<file path="src/rtl/serial_pattern_detector.sv">
// Serial pattern detector: shifts in one bit per qualified clock and pulses match on PATTERN.
// Define SERIAL_PATTERN_DETECTOR_COUNT_EN to build the saturating match counter.
//
// state   | meaning
// S_FILL  | fewer than PATTERN_LEN valid bits held since reset or restart
// S_ARMED | window is full, every valid bit is a candidate match
module serial_pattern_detector #(
    parameter int                     PATTERN_LEN = 4,
    parameter logic [PATTERN_LEN-1:0] PATTERN     = 4'b1011,
    parameter bit                     OVERLAP     = 1'b1,
    parameter int                     COUNT_W     = 8
) (
    input  logic                   clk,
    input  logic                   rst,
    input  logic                   d,
    input  logic                   bit_valid,
    output logic                   match,
    output logic [PATTERN_LEN-1:0] window,
    output logic [COUNT_W-1:0]     match_count
);

    localparam int                FILL_W = $clog2(PATTERN_LEN + 1);
    localparam logic [FILL_W-1:0] FULL   = FILL_W'(PATTERN_LEN);

    typedef enum logic {
        S_FILL  = 1'b0,
        S_ARMED = 1'b1
    } state_t;

    state_t                 state_q;
    logic [PATTERN_LEN-1:0] window_q, window_d;
    logic [FILL_W-1:0]      fill_q, fill_d;
    logic                   match_q;
    logic                   hit;

    // The compare looks at the post-shift window and post-shift fill.
    always_comb begin
        window_d = {window_q[PATTERN_LEN-2:0], d};
        fill_d   = (fill_q == FULL) ? fill_q : fill_q + FILL_W'(1);
        hit      = bit_valid && (window_d == PATTERN) && (fill_d == FULL);
    end

    always_ff @(posedge clk) begin
        if (rst) begin
            state_q  <= S_FILL;
            window_q <= '0;
            fill_q   <= '0;
            match_q  <= 1'b0;
        end else begin
            match_q <= hit;
            if (bit_valid) begin
                window_q <= window_d;
                case (state_q)
                    S_FILL: begin
                        if (hit && !OVERLAP) begin
                            fill_q <= '0;
                        end else begin
                            fill_q <= fill_d;
                            if (fill_d == FULL) state_q <= S_ARMED;
                        end
                    end
                    S_ARMED: begin
                        if (hit && !OVERLAP) begin
                            fill_q  <= '0;
                            state_q <= S_FILL;
                        end
                    end
                    default: begin
                        fill_q  <= '0;
                        state_q <= S_FILL;
                    end
                endcase
            end
        end
    end

    assign match  = match_q;
    assign window = window_q;

`ifdef SERIAL_PATTERN_DETECTOR_COUNT_EN
    logic [COUNT_W-1:0] count_q, count_d;

    // Saturate at all-ones rather than wrapping back to zero.
    always_comb begin
        count_d = count_q;
        if (hit && (count_q != {COUNT_W{1'b1}})) count_d = count_q + COUNT_W'(1);
    end

    always_ff @(posedge clk) begin
        if (rst) count_q <= '0;
        else     count_q <= count_d;
    end

    assign match_count = count_q;
`else
    assign match_count = '0;
`endif

endmodule

</file>
<file path="config.mk">
export PLATFORM = sky130hd
export DESIGN_NAME = serial_pattern_detector
export DESIGN_NICKNAME = d
export VERILOG_FILES = /design/src/rtl/serial_pattern_detector.sv
export SDC_FILE = /design/constraint.sdc
export NUM_CORES = 1
export LEC_CHECK = 0
export CAP_MARGIN = 20
export CORE_AREA = 2 2 39 41
export DETAILED_ROUTE_END_ITERATION = 16
export DIE_AREA = 0 0 41 43
export PLACE_DENSITY = 0.66
export SYNTH_ARGS = -nofsm -noshare
export SYNTH_HDL_FRONTEND = slang
export SYNTH_SLANG_ARGS = --single-unit
</file>
<file path="constraint.sdc">
create_clock -name clk -period 1.41 [get_ports clk]
set_input_delay 0.282 -clock clk [delete_from_list [all_inputs] [get_ports clk]]
set_output_delay 0.282 -clock clk [all_outputs]
set_load 0.01 [all_outputs]
</file>
==> results of run 1 <==
## flip-flops by register name (all words and copies together) (netlist names)
signal and cells:
match 1, state_q 1, window 4, fill_q 3
## kinds of logic after synthesis
| group | Yosys count | share of synthesized area, % |
|---|---|---|
| AND/OR/NAND/NOR | 15 | 19.06 |
| buffers and inverters | 14 | 18.80 |
| flip-flops | 9 | 37.60 |
| AO/OA/AOI/OAI | 6 | 8.092 |
| multiplexers | 5 | 10.44 |
| adder cells (fa/ha/maj) | 2 | 5.221 |
| other | 1 | 0.7825 |
## per-layer routing
layer	global-route usage (%)	vias up
met3	3.141	2
met4	6.000	0
li1	-	179
met5	0	-
met2	18.13	10
met1	13.11	160
## cells in the final DEF (no fill, tap or decap), drive strengths merged, types with 3 or more instances in the layout
cell           instances
dfxtp                  9
clkbuf                 3
clkdlybuf4s50          4
buf                    3
inv                    4
mux2i                  5
nor2                   7
dlygate4sd2            4
conb                   8
## worst paths after layout
check,slack [ns],cells past startpoint,endpoint
hold / removal,0.50,2,state_q$_SDFFE_PP0P_
setup / recovery,0.05,1,match
setup reg to reg,0.08,5,fill_q[0]$_SDFFE_PP0P_
hold reg to reg,0.50,2,state_q$_SDFFE_PP0P_
## power groups by stage
stage	clock [mW]	combinational [mW]	sequential [mW]
global placement	0	0.0835	0.281
detailed placement	0	0.0853	0.281
CTS	0.199	0.0834	0.276
finish	0.195	0.0886	0.275
floorplan	0	0.0727	0.280
global route	0.215	0.102	0.278
## worst register-to-register path: cells and delay by family, from the launching register on
kind | cells | cell delay (ns)
fa+ha+maj | 1 | 0.19
simple gates | 2 | 0.52
compound gates | 1 | 0.13
flops | 1 | 0.37
buf+inv | 1 | 0.06
## through the flow
stage / utilization, % / setup TNS [ns]
after floorplan: - / 0
after global placement: 39.96 / 0
after detailed placement: 39.96 / -0.03338
after CTS: 41.68 / 0
after global routing: 42.68 / -0.006827
final: 42.68 / 0
## layout make-up
cell class                      count  area [µm²]  area share [%]
Multi-Input combinational cell     36       246.5           41.74
Clock buffer                        3       22.52           3.814
Timing Repair Buffer               11       97.59           16.53
Clock inverter                      1       5.005          0.8475
Inverter                            4       15.01           2.542
Sequential cell                     9       183.9           31.14
Tap cell                           16       20.02           3.390
## what timing repair did
action,4_1_cts,5_1_grt
setup endpoints to repair,5,2
hold endpoints to repair,0,0
pin swaps,0,0
hold buffers,0,0
setup buffers,0,0
resized for setup,5,4
==> impl_metrics.csv, run 1 <==
group,metric,value,unit
cts,path_clk_slew,0.07,ns
finish,fin_area,590.6,µm²
critical_path,worstPathMaxFanout,1,
grt,antenna_found_initial,0,
placed_design,portBuffers,8,
power,power_leakage,0.2720,nW
routing,vias,351,
power,sw_frac_of_total,25.97,%
logic_synthesis,yosys-top-cells-area,"dfxtp_1 38%, buf_4 13%, mux2i_1 10%, nor2_1 5.5%, ha_1 5.2%",
grt,grt_overflow_total,0,
power,irDropWorstVdd,0.0005900,V
critical_path,path_cells,"clkdlybuf4s50_1",
grt,grt_max_degree,9,
routing,wirelength,742,µm
logic_synthesis,seq_area_frac_synth,37.60,%
logic_synthesis,yosysWarnings,0,
grt,grt_first_pass_wirelength,1.366,mm
power,combPwrFrac,15.8,%
finish,final_cells,80,
logic_synthesis,avgSynthCellArea,9.216,µm²
logic_synthesis,yosysTopAreaCell,"dfxtp_1",
cts,cts-buffers-inserted,3,
placed_design,dp_slack,-0.03338,ns
finish,num_antenna_cells,0,
die,core,0.001384,mm²
routing,wire_per_inst,9.275,µm
finish,layout.nets,71,
critical_path,critPathSlowestCell,"clkdlybuf4s50_1",
cts,cts_sinks,9,
die,die_w,41,µm
placed_design,dp.cells,76,
routing,via_per_inst,4.388,
sta,whs,0.5011,ns
cts,htreeDepth,1,
power,power.switching,145.3,µW
critical_path,cp-end-kind,"primary output",
routing,drt-pass1-iter-count,1,
routing,dr.first_iter.drc_count,0,
logic_synthesis,yosys-top-cells-count,"9 x dfxtp_1, 8 x buf_4, 7 x nor2_1",
sta,setup_ws,0.05464,ns
routing,antenna_left,0,
routing,met2_length,385,µm
routing,highest_layer,"met4",
logic_synthesis,synthCells,52,
placed_design,gp_congestion,0.7629,
outcome,status,"completed",
run,drv_cap,0,
logic_synthesis,synth_edf_count,0,
critical_path,slowest_delay,0.52,ns
critical_path,cp.arrival,1.07,ns
routing,wl_met1,307,µm
logic_synthesis,synth.distinct_cells,21,
critical_path,cp-startpoint,"match$_SDFF_PP0_",
critical_path,cpLargestDelayFamily,"buffers and inverters",
logic_synthesis,syn-cell-area,479.2,µm²
routing,wl_met3,40,µm
sta,finalHoldViolCount,0,
critical_path,critPathRequiredTime,1.13,ns
logic_synthesis,synth_ff_type,"dfxtp_1",
min_path,hp-start,"state_q$_SDFFE_PP0P_",
die,io_pins,17,
logic_synthesis,yosysMostFrequentCell,"dfxtp_1",
min_path,hold_path_class,"reg -> reg",
cts,clock_path_buffers,2,
die,initial_utilization,34.63,%
critical_path,crit_type,"reg -> out",
power,seqPwrFrac,49.2,%
finish,syn_to_final_growth,23.24,%
sta,clock_skew,0.01025,ns
sta,slew_violations,0,
power,clock_power_share,34.9,%
power,powerDensity,947.2,mW/mm²
sta,fmax,0.7378,GHz
logic_synthesis,synthArstFlopShare,0,%
critical_path,start_kind,"flip-flop",
cts,cts_root_buf,"clkbuf_4",
power,power,559.4,µW
die,dieArea,0.001763,mm²
power,intPower,414.1,µW
finish,drive_gt1_share,21.88,%
logic_synthesis,synth_top_area_share,37.60,%
sta,period_needed,1.355,ns
cts,clk_latency,0.26,ns
placed_design,post_dp_cell_area,553.0,µm²
die,rows,14,
grt,grt_pass1_vias,341,
critical_path,rr_startpoint,"fill_q[0]$_SDFFE_PP0P_",
routing,drc,0,
placed_design,dp_hpwl,593.4,µm
critical_path,critPathBufInv,1,
grt,grt_usage,11.41,%
sta,finalCritPeriodShare,96.13,%
sta,finalSetupViolCount,0,
cts,cts_tree,"yes",
logic_synthesis,yosys_register_bits,9,
die,fp.dieH,43,µm
finish,fill_cells,143,
Note: power is estimated with default switching activity, not from simulation.
==> inputs of run 2 (changes only) <==
--- a/config.mk
+++ b/config.mk
@@ -7,6 +7,7 @@
 export LEC_CHECK = 0
 export CAP_MARGIN = 20
 export CORE_AREA = 2 2 39 41
+export CTS_CLUSTER_SIZE = 16
 export DETAILED_ROUTE_END_ITERATION = 16
 export DIE_AREA = 0 0 41 43
 export PLACE_DENSITY = 0.66
==> results of run 2 <==
No change in the layout: final DEF, timing and power equal those of run 1.
==> inputs of run 3 (changes only) <==
--- a/config.mk
+++ b/config.mk
@@ -7,10 +7,12 @@
 export LEC_CHECK = 0
 export CAP_MARGIN = 20
 export CORE_AREA = 2 2 39 41
+export CTS_CLUSTER_DIAMETER = 100
 export CTS_CLUSTER_SIZE = 16
 export DETAILED_ROUTE_END_ITERATION = 16
 export DIE_AREA = 0 0 41 43
 export PLACE_DENSITY = 0.66
+export SKIP_LAST_GASP = 1
 export SYNTH_ARGS = -nofsm -noshare
 export SYNTH_HDL_FRONTEND = slang
 export SYNTH_SLANG_ARGS = --single-unit
==> results of run 3 <==
No change in the layout: final DEF, timing and power equal those of run 1.
